--- config.mk ---
export PLATFORM = sky130hd
export DESIGN_NAME = div_issue_ctrl
export DESIGN_NICKNAME = d
export VERILOG_FILES = /design/src/rtl/div_issue_ctrl.sv
export SDC_FILE = /design/constraint.sdc
export NUM_CORES = 1
export LEC_CHECK = 0
export CORE_ASPECT_RATIO = 0.8
export CORE_UTILIZATION = 42
export DETAILED_ROUTE_END_ITERATION = 10
export GPL_ROUTABILITY_DRIVEN = 0
export PLACE_DENSITY = 0.86
export SETUP_SLACK_MARGIN = 0.15
export SYNTH_ARGS = -nofsm -noshare
export SYNTH_HDL_FRONTEND = slang
export SYNTH_SLANG_ARGS = --single-unit
--- constraint.sdc ---
create_clock -name clk -period 4.8 [get_ports clk]
set_input_delay 0.72 -clock clk [delete_from_list [all_inputs] [get_ports clk]]
set_output_delay 0.72 -clock clk [all_outputs]
set_load 0.01 [all_outputs]
--- src/rtl/div_issue_ctrl.sv ---
// div_issue_ctrl: sequences the shared signed/unsigned AXI-stream divider pair
// for the EXE stage. Issues both operands exactly once, waits for the selected
// quotient/remainder, holds it until EXE consumes it, and drains results of
// flushed operations so a stale beat is never delivered to a later op.
module div_issue_ctrl #(
    parameter int DW    = 32,
    parameter int CNT_W = 6
) (
    input  logic              clk,
    input  logic              resetn,
    input  logic              div_req,
    input  logic              div_signed,
    input  logic              div_mod,
    input  logic [DW-1:0]     div_src1,
    input  logic [DW-1:0]     div_src2,
    input  logic              div_ack,
    input  logic              flush,
    output logic              s_dividend_tvalid,
    output logic              s_divisor_tvalid,
    input  logic              s_dividend_tready_s,
    input  logic              s_dividend_tready_u,
    input  logic              s_divisor_tready_s,
    input  logic              s_divisor_tready_u,
    output logic [DW-1:0]     s_dividend_tdata,
    output logic [DW-1:0]     s_divisor_tdata,
    input  logic              m_dout_tvalid_s,
    input  logic              m_dout_tvalid_u,
    input  logic [2*DW-1:0]   m_dout_tdata_s,
    input  logic [2*DW-1:0]   m_dout_tdata_u,
    output logic              div_busy,
    output logic              div_done,
    output logic [DW-1:0]     div_result,
    output logic [CNT_W-1:0]  div_cycles
);

    typedef enum logic [2:0] {
        ST_IDLE,
        ST_ISSUE,
        ST_WAIT,
        ST_DRAIN,
        ST_DONE
    } state_e;

    state_e             state_q;
    logic               sign_q;
    logic               mod_q;
    logic [DW-1:0]      src1_q;
    logic [DW-1:0]      src2_q;
    logic               dd_valid_q;
    logic               ds_valid_q;
    logic               acc_dd_q;
    logic               acc_ds_q;
    logic               kill_q;
    logic [CNT_W-1:0]   cnt_q;
    logic               busy_q;
    logic               done_q;
    logic [DW-1:0]      result_q;
    logic [CNT_W-1:0]   cycles_q;

    logic               dd_ready;
    logic               ds_ready;
    logic               dout_valid;
    logic [2*DW-1:0]    dout_data;
    logic               dd_hs;
    logic               ds_hs;
    logic               acc_dd_d;
    logic               acc_ds_d;
    logic [CNT_W-1:0]   cnt_d;

    // Select the IP chosen at accept; the other IP's handshakes and results are ignored
    always_comb begin
        dd_ready   = sign_q ? s_dividend_tready_s : s_dividend_tready_u;
        ds_ready   = sign_q ? s_divisor_tready_s  : s_divisor_tready_u;
        dout_valid = sign_q ? m_dout_tvalid_s     : m_dout_tvalid_u;
        dout_data  = sign_q ? m_dout_tdata_s      : m_dout_tdata_u;
        dd_hs      = dd_valid_q & dd_ready;
        ds_hs      = ds_valid_q & ds_ready;
        acc_dd_d   = acc_dd_q | dd_hs;
        acc_ds_d   = acc_ds_q | ds_hs;
        cnt_d      = (cnt_q == '1) ? cnt_q : cnt_q + 1'b1;
    end

    // Operation sequencer with registered handshake and status outputs
    always_ff @(posedge clk or negedge resetn) begin
        if (!resetn) begin
            state_q    <= ST_IDLE;
            sign_q     <= 1'b0;
            mod_q      <= 1'b0;
            src1_q     <= '0;
            src2_q     <= '0;
            dd_valid_q <= 1'b0;
            ds_valid_q <= 1'b0;
            acc_dd_q   <= 1'b0;
            acc_ds_q   <= 1'b0;
            kill_q     <= 1'b0;
            cnt_q      <= '0;
            busy_q     <= 1'b0;
            done_q     <= 1'b0;
            result_q   <= '0;
            cycles_q   <= '0;
        end else begin
            case (state_q)
                ST_IDLE: begin
                    if (div_req && !flush) begin
                        sign_q     <= div_signed;
                        mod_q      <= div_mod;
                        src1_q     <= div_src1;
                        src2_q     <= div_src2;
                        dd_valid_q <= 1'b1;
                        ds_valid_q <= 1'b1;
                        acc_dd_q   <= 1'b0;
                        acc_ds_q   <= 1'b0;
                        kill_q     <= 1'b0;
                        cnt_q      <= '0;
                        busy_q     <= 1'b1;
                        state_q    <= ST_ISSUE;
                    end
                end
                ST_ISSUE: begin
                    cnt_q    <= cnt_d;
                    acc_dd_q <= acc_dd_d;
                    acc_ds_q <= acc_ds_d;
                    if (dd_hs) dd_valid_q <= 1'b0;
                    if (ds_hs) ds_valid_q <= 1'b0;
                    if (acc_dd_d && acc_ds_d) begin
                        // The IP is now loaded; a flush in this very cycle must still drain it
                        state_q <= (kill_q || flush) ? ST_DRAIN : ST_WAIT;
                        kill_q  <= 1'b0;
                    end else if (flush && !acc_dd_d && !acc_ds_d) begin
                        dd_valid_q <= 1'b0;
                        ds_valid_q <= 1'b0;
                        busy_q     <= 1'b0;
                        state_q    <= ST_IDLE;
                    end else if (flush) begin
                        kill_q <= 1'b1;
                    end
                end
                ST_WAIT: begin
                    cnt_q <= cnt_d;
                    if (dout_valid) begin
                        // A flush coinciding with the result beat consumes it; nothing left to drain
                        if (flush) begin
                            busy_q  <= 1'b0;
                            state_q <= ST_IDLE;
                        end else begin
                            result_q <= mod_q ? dout_data[2*DW-1:DW] : dout_data[DW-1:0];
                            cycles_q <= cnt_d;
                            done_q   <= 1'b1;
                            state_q  <= ST_DONE;
                        end
                    end else if (flush) begin
                        state_q <= ST_DRAIN;
                    end
                end
                ST_DRAIN: begin
                    if (dout_valid) begin
                        busy_q  <= 1'b0;
                        state_q <= ST_IDLE;
                    end
                end
                ST_DONE: begin
                    if (div_ack || flush) begin
                        done_q  <= 1'b0;
                        busy_q  <= 1'b0;
                        state_q <= ST_IDLE;
                    end
                end
                default: begin
                    busy_q  <= 1'b0;
                    done_q  <= 1'b0;
                    state_q <= ST_IDLE;
                end
            endcase
        end
    end

    assign s_dividend_tvalid = dd_valid_q;
    assign s_divisor_tvalid  = ds_valid_q;
    assign s_dividend_tdata  = src1_q;
    assign s_divisor_tdata   = src2_q;
    assign div_busy          = busy_q;
    assign div_done          = done_q;
    assign div_result        = result_q;
    assign div_cycles        = cycles_q;

endmodule

==> results of run 1 <==
[flip-flops by register name, indices dropped and copies added, names as in the netlist, 3 cells and up]
name	cells
cnt_q	6
div_cycles	6
div_result	32
s_dividend_tdata	32
s_divisor_tdata	32
state_q	3
[kinds of logic (layout without fill, tap and decap cells)]
kind of cell	count (synthesis)	after routing
fa+ha+maj	1	1
buf+inv	37	354
mux	73	73
simple gates	240	240
compound gates	37	37
xor+xnor	3	3
flops	120	120
[synthesized netlist by cell type, types with 2 or more instances]
| cell | count | area share, % |
|---|---|---|
| nand2_1 | 211 | 14 |
| dfrtp_1 | 120 | 53 |
| mux2_2 | 33 | 6.5 |
| mux4_2 | 32 | 13 |
| buf_2 | 17 | 1.5 |
| nor2_1 | 9 | 0.59 |
| buf_6 | 8 | 1.6 |
| a21oi_1 | 6 | 0.53 |
| inv_1 | 6 | 0.40 |
| o21ai_0 | 6 | 0.53 |
| nand3_1 | 5 | 0.44 |
| a31oi_1 | 4 | 0.44 |
| mux2_4 | 4 | 1.1 |
| mux2i_1 | 4 | 0.70 |
| nor3_1 | 4 | 0.35 |
| a21o_1 | 3 | 0.40 |
| and3_1 | 3 | 0.33 |
| buf_4 | 3 | 0.40 |
| clkbuf_1 | 3 | 0.20 |
| xnor2_1 | 3 | 0.46 |
| a21oi_2 | 2 | 0.31 |
| a311o_1 | 2 | 0.35 |
| a31o_2 | 2 | 0.31 |
| nor4_1 | 2 | 0.22 |
| o211ai_1 | 2 | 0.26 |
| o21a_1 | 2 | 0.26 |
| o31ai_1 | 2 | 0.26 |
[metrics by stage]
step,power [mW],std cells,setup slack (ps),cell area [µm²]
floorplan,3.06,511,3080,5700
global placement,4.22,971,1730,8860
detailed placement,4.32,971,1570,8860
CTS,5.71,1003,2000,9500
global route,6.00,1003,1790,9500
finish,5.66,1003,2010,9500
[cell usage in the layout (no fill, tap or decap), types with 3 or more instances in the layout]
master / n
mux2_2: 33
dfrtp_1: 119
clkbuf_16: 17
clkinv_2: 4
clkbuf_8: 3
xnor2_1: 3
bufinv_16: 4
mux2i_1: 4
clkinvlp_4: 3
buf_4: 7
clkdlybuf4s50_1: 309
a21o_1: 3
o21ai_0: 6
nor3_1: 4
nand3_1: 4
inv_1: 6
nor2_1: 9
a31oi_1: 4
a21oi_1: 6
nand2_1: 211
mux2_4: 4
mux4_2: 32
[cell type report]
cell class | count | area [µm²]
multi-input cells | 354 | 2470
inverters | 6 | 22.5
repair buffers | 316 | 3150
fillers | 874 | 3560
flip-flops and latches | 120 | 3000
clock inverters | 12 | 171
well taps | 175 | 219
clock buffers | 20 | 467
[metal layers]
layer,up-vias,share of wire [%],wire [µm]
met3,26,7.3,1280
met1,2462,41,7150
li1,2357,-,-
met4,0,1.9,328
met2,226,50,8780
met5,-,0,0
[worst max path at each step]
stage,startpoint,end,slack [ps],depth (start not counted)
2_1_floorplan,m_dout_tvalid_u,div_result[0]$_DFFE_PN0P_,3080,4
3_3_place_gp,flush,sign_q$_DFFE_PN0P_,1730,6
3_5_place_dp,flush,s_divisor_tdata[21]$_DFFE_PN0P_,1570,6
4_1_cts,flush,s_divisor_tdata[14]$_DFFE_PN0P_,2000,6
5_1_grt,flush,s_divisor_tdata[21]$_DFFE_PN0P_,1790,6
6_report,flush,kill_q$_DFFE_PN0P_,2010,6
[power groups by stage]
| stage | Sequential [mW] | Combinational [mW] | Clock (mW) |
|---|---|---|---|
| after floorplan | 1.92 | 1.14 | 0 |
| after global placement | 1.79 | 2.43 | 0 |
| after detailed placement | 1.80 | 2.52 | 0 |
| after CTS | 1.80 | 2.53 | 1.38 |
| after global routing | 1.86 | 2.70 | 1.43 |
| final | 1.81 | 2.50 | 1.35 |
==> flow_summary_export.csv, run 1 <==
group,metric,value,unit
run_status,outcome,"finished, final reports clean",
floorplan,io_pins,311,
logic_synthesis,synth-compound-area-share,4.59,%
logic_synthesis,synthXorXnorAreaFrac,0.461,%
floorplan,fp.dieW,132,µm
global_routing,met1_usage,32.6,%
global_routing,grt_pass1_vias,5393,
placed_design,portBuffers,310,
drt,drc,0,
logic_synthesis,muxShareOfSynthArea,20.9,%
logic_synthesis,syn-cell-area,5700,µm²
global_routing,grt_use_met2,43.9,%
global_routing,use_met3,8.20,%
timing,hold_violations,0,
drt,vias,5071,
logic_synthesis,syn_inst,511,
setup_path,worst-setup-path-type,"in -> reg",
drt,drtIter0Drc,314,
logic_synthesis,avgSynthCellArea,11.1,µm²
clock_tree,post_cts_buffers,0,
drt,first_pass_iters,5,
power,seq_power_share,31.9,%
placed_design,hpwl,13.3,mm
logic_synthesis,ys_types,40,
timing,hold_slack,254,ps
setup_path,critPathBufInv,2,
timing,slew_headroom,43.6,%
power,leakagePower,4.23,nW
floorplan,rows,37,
clock_tree,ctsResizeCount,0,
cells_and_area,drive_above_1_share,14.5,%
timing,rsz0062_at_grt,"no",
setup_path,arrival,3080,ps
clock_tree,cts_buffers,17,
floorplan,die_h,106,µm
clock_tree,clk_latency,410,ps
logic_synthesis,ys_seq_elements,120,
power,clockPowerShare,23.9,%
setup_path,crit_path_start_kind,"primary input",
global_routing,grt-busiest-layer,"met2",
clock_tree,path_clk_slew,60,ps
worst_hold_path,hold_class,"in -> async",
setup_path,slowest_stage,"and3_2",
power,p_int,3.81,mW
logic_synthesis,yosys.area_share.simple,17.0,%
drt,ant_nets,0,
logic_synthesis,synth_nets,717,
floorplan,fp.coreArea,13100,µm²
logic_synthesis,synth_edf_count,0,
timing,worst_pin_slew,845,ps
logic_synthesis,synthFlopType,"dfrtp_1",
setup_path,crit_path_max_fanout,42,
timing,finalCriticalPeriod,2790,ps
setup_path,rrSetupSlack,2440,ps
cells_and_area,area_delta_synth_final,66.7,%
timing,slew_violations,0,
power,p_sw,1.85,mW
global_routing,track_usage,26.3,%
clock_tree,clockBufferDepth,2,
power,vdd_drop_max,0.000457,V
global_routing,gr-total-overflow,0,
global_routing,grt_pass1_wl,28.3,mm
floorplan,start_util,43.6,%
logic_synthesis,yosys.area_share.adder,0.220,%
global_routing,antenna_found_initial,0,
drt,viasPerCell,5.06,
power,pwr-share-comb,44.2,%
timing,post-route-period-util,58.1,%
clock_tree,htree_num_levels,4,
cells_and_area,fin_nets,1021,
setup_path,critPathRequiredTime,5090,ps
setup_path,rr_worst_depth,5,
drt,routed_wl,17.5,mm
logic_synthesis,async_flop_share,100,%
setup_path,cp_cell_sequence,"clkdlybuf4s50_1, nor3_4, and3_2, buf_4, a31oi_1, o21a_1",
timing,finalSetupViolations,0,
power,power_density,596,nW/µm²
setup_path,regToRegStartpoint,"state_q[2]$_DFFE_PN0P_",
floorplan,dieArea,14000,µm²
clock_tree,cts_tree,"done",
cells_and_area,fin_util,72.7,%
clock_tree,cts.hold.buffers_added,0,
global_routing,grt_max_degree,45,
setup_path,max_stage_delay,700,ps
timing,fmax,358,MHz
power,p_sw_share,32.7,%
flow_run,cap_violations,0,
timing,fin_tns_setup,0,ps
logic_synthesis,yosysSeqAreaShare,52.7,%
cells_and_area,num_antenna_cells,0,
setup_path,critical-path-top-delay-family,"buffers and inverters",
logic_synthesis,synth_top_family_by_area,"multiplexers",
setup_path,reg2reg_to,"kill_q$_DFFE_PN0P_",
drt,drt-wirelength-per-cell,17.5,µm
setup_path,end_kind,"register",
logic_synthesis,yosys_warnings,0,
clock_tree,cts_sinks,120,
timing,skew,8.50,ps
clock_tree,clk_root_buffer_cell,"clkbuf_16",
(Power assumes the default switching activity.)
==> inputs of run 2 (changes only) <==
--- a/config.mk
+++ b/config.mk
@@ -6,10 +6,10 @@
 export NUM_CORES = 1
 export LEC_CHECK = 0
 export CORE_ASPECT_RATIO = 0.8
-export CORE_UTILIZATION = 42
+export CORE_UTILIZATION = 39
 export DETAILED_ROUTE_END_ITERATION = 10
 export GPL_ROUTABILITY_DRIVEN = 0
-export PLACE_DENSITY = 0.86
+export PLACE_DENSITY = 0.81
 export SETUP_SLACK_MARGIN = 0.15
 export SYNTH_ARGS = -nofsm -noshare
 export SYNTH_HDL_FRONTEND = slang
==> constraint.sdc (replaced) <==
create_clock -name clk -period 2.7 [get_ports clk]
set_input_delay 0.405 -clock clk [delete_from_list [all_inputs] [get_ports clk]]
set_output_delay 0.405 -clock clk [all_outputs]
set_load 0.01 [all_outputs]
==> run 2 against run 1 <==
Compared with the run above:
- global-route usage down 2.3 points
- count of clock-buffer cells in the layout up 3
- register-to-register slack worse by 1700 ps
- via count down 0.95%
- cell area up 0.59%
- die area up 7.6%
- non-clock buffer count up 7
- critical path depth down 3
- largest power group unchanged
- clock power up 67%
- sequential power up 76%
- sequential share of layout area down 0.19 points
==> flow_summary_export.csv, run 2 (synthesized netlist as in run 1, its figures left out) <==
group,metric,value,unit
cells_and_area,final_common_cell,"clkdlybuf4s50_1",
drt,ant_nets,0,
clock_tree,htree_num_levels,4,
run_status,outcome,"finished, final reports clean",
placed_design,portBuffers,310,
drt,drc,0,
drt,wl_met3,1.33,mm
power,clockPowerShare,22.7,%
drt,viasPerCell,4.93,
timing,hold_violations,0,
drt,wl_met1,7.01,mm
timing,post-route-period-util,73.0,%
cells_and_area,drive_above_1_share,14.6,%
timing,fin_ws,730,ps
timing,skew,7.14,ps
drt,drt-wirelength-per-cell,17.3,µm
timing,rsz0062_at_grt,"no",
timing,fin_tns_setup,0,ps
power,seq_power_share,32.0,%
cells_and_area,final_cell_area,9550,µm²
power,power_density,1040,nW/µm²
clock_tree,cts_buffers,17,
cells_and_area,layout_common_cells,"clkdlybuf4s50_1 (309), nand2_1 (211), dfrtp_1 (119), mux2_2 (33), mux4_2 (32)",
setup_path,critPathRequiredTime,2990,ps
cells_and_area,fin_util,67.0,%
power,power,9.98,mW
drt,top_layer_used,"met4",
setup_path,crit_path_max_fanout,43,
setup_path,rr_worst_depth,3,
global_routing,grt_pass1_vias,5298,
drt,vias,5023,
timing,fmax,508,MHz
cells_and_area,num_antenna_cells,0,
timing,slew_headroom,60.6,%
clock_tree,cts_tree,"done",
cells_and_area,fin_nets,1028,
setup_path,rrSetupSlack,730,ps
global_routing,gr-total-overflow,0,
global_routing,grt_max_degree,59,
cells_and_area,fill_cells,1054,
power,pwr-share-comb,45.3,%
timing,worst_pin_slew,591,ps
worst_hold_path,hold_class,"in -> async",
floorplan,fp.dieW,137,µm
floorplan,io_pins,311,
placed_design,dp_slack,522,ps
drt,first_pass_iters,7,
global_routing,antenna_found_initial,0,
setup_path,end_kind,"register",
clock_tree,clk_latency,410,ps
floorplan,die_h,110,µm
global_routing,track_usage,24.1,%
clock_tree,clockBufferDepth,2,
drt,drtIter0Drc,261,
power,vdd_drop_max,0.000568,V
setup_path,crit_path_start_kind,"register",
power,p_int,6.70,mW
power,leakagePower,4.26,nW
global_routing,grt_pass1_wl,26.9,mm
flow_run,cap_violations,0,
setup_path,arrival,2260,ps
placed_design,hpwl,13.4,mm
timing,finalSetupViolations,0,
setup_path,regToRegStartpoint,"state_q[2]$_DFFE_PN0P_",
timing,finalCriticalPeriod,1970,ps
floorplan,rows,39,
power,p_sw_share,32.8,%
floorplan,fp.coreArea,14200,µm²
drt,routed_wl,17.6,mm
setup_path,worst-setup-path-type,"reg -> reg",
setup_path,reg2reg_to,"div_result[22]$_DFFE_PN0P_",
cells_and_area,area_delta_synth_final,67.7,%
drt,wl_met2,8.93,mm
floorplan,dieArea,15100,µm²
placed_design,place_area,8950,µm²
timing,slew_violations,0,
clock_tree,cts_sinks,120,
floorplan,start_util,40.0,%
power,p_sw,3.27,mW
clock_tree,path_clk_slew,60,ps
clock_tree,clk_root_buffer_cell,"clkbuf_16",
==> run 2: cell count changes in the layout (fill, tap and decap cells not counted), sizes merged <==
cell	change
clkinv	+1
clkbuf	+3
bufinv	-1
dlygate4sd3	+1
inv	-1
buf	+6
clkinvlp	-2
==> run 2: power groups by stage <==
stage / Sequential, mW / Clock, mW / Combinational [mW]
finish: 3.19 / 2.26 / 4.52
global route: 3.29 / 2.40 / 4.90
CTS: 3.19 / 2.32 / 4.58
detailed placement: 3.19 / 0 / 4.55
global placement: 3.14 / 0 / 4.43
floorplan: 3.41 / 0 / 2.02
==> run 2: stage by stage <==
stage,cells,hold slack (ps)
5_1_grt,1019,457
2_1_floorplan,511,109
4_1_cts,1019,412
3_5_place_dp,986,294
3_3_place_gp,986,289
6_report,1019,426
==> run 2: per-layer routing <==
layer,vias to the layer above,track usage (%)
met5,-,0
li1,2361,-
met1,2432,27.2
met4,0,12.1
met3,30,6.95
met2,200,41.8
==> run 2: repair_timing <==
action | 4_1_cts | 5_1_grt
gates resized for setup | 0 | 0
hold buffers | 1 | 0
hold endpoints to repair | 15 | 0
setup buffers | 0 | 0
==> run 2: final cells by class <==
class                           count  area (µm²)  share of cell area, %
Clock buffer                       23         468                   4.90
Sequential cell                   120        3000                   31.4
Timing Repair Buffer              323        3240                   33.9
Clock inverter                      9         123                   1.28
Inverter                            6        22.5                  0.236
Multi-Input combinational cell    354        2470                   25.8
Tap cell                          184         230                   2.41
==> run 2: how the worst max path moves through the flow <==
stage / to / from
floorplan: div_result[0]$_DFFE_PN0P_ / sign_q$_DFFE_PN0P_
global placement: div_cycles[5]$_DFFE_PN0P_ / flush
detailed placement: div_result[8]$_DFFE_PN0P_ / flush
CTS: div_result[8]$_DFFE_PN0P_ / state_q[2]$_DFFE_PN0P_
global route: div_result[30]$_DFFE_PN0P_ / state_q[2]$_DFFE_PN0P_
finish: div_result[22]$_DFFE_PN0P_ / state_q[2]$_DFFE_PN0P_
==> run 2: worst max-delay path, cell delays in order (launching register included) <==
cell and delay [ps]:
dfrtp_1 540, nor3_4 330, nand3_4 490, mux2_2 470
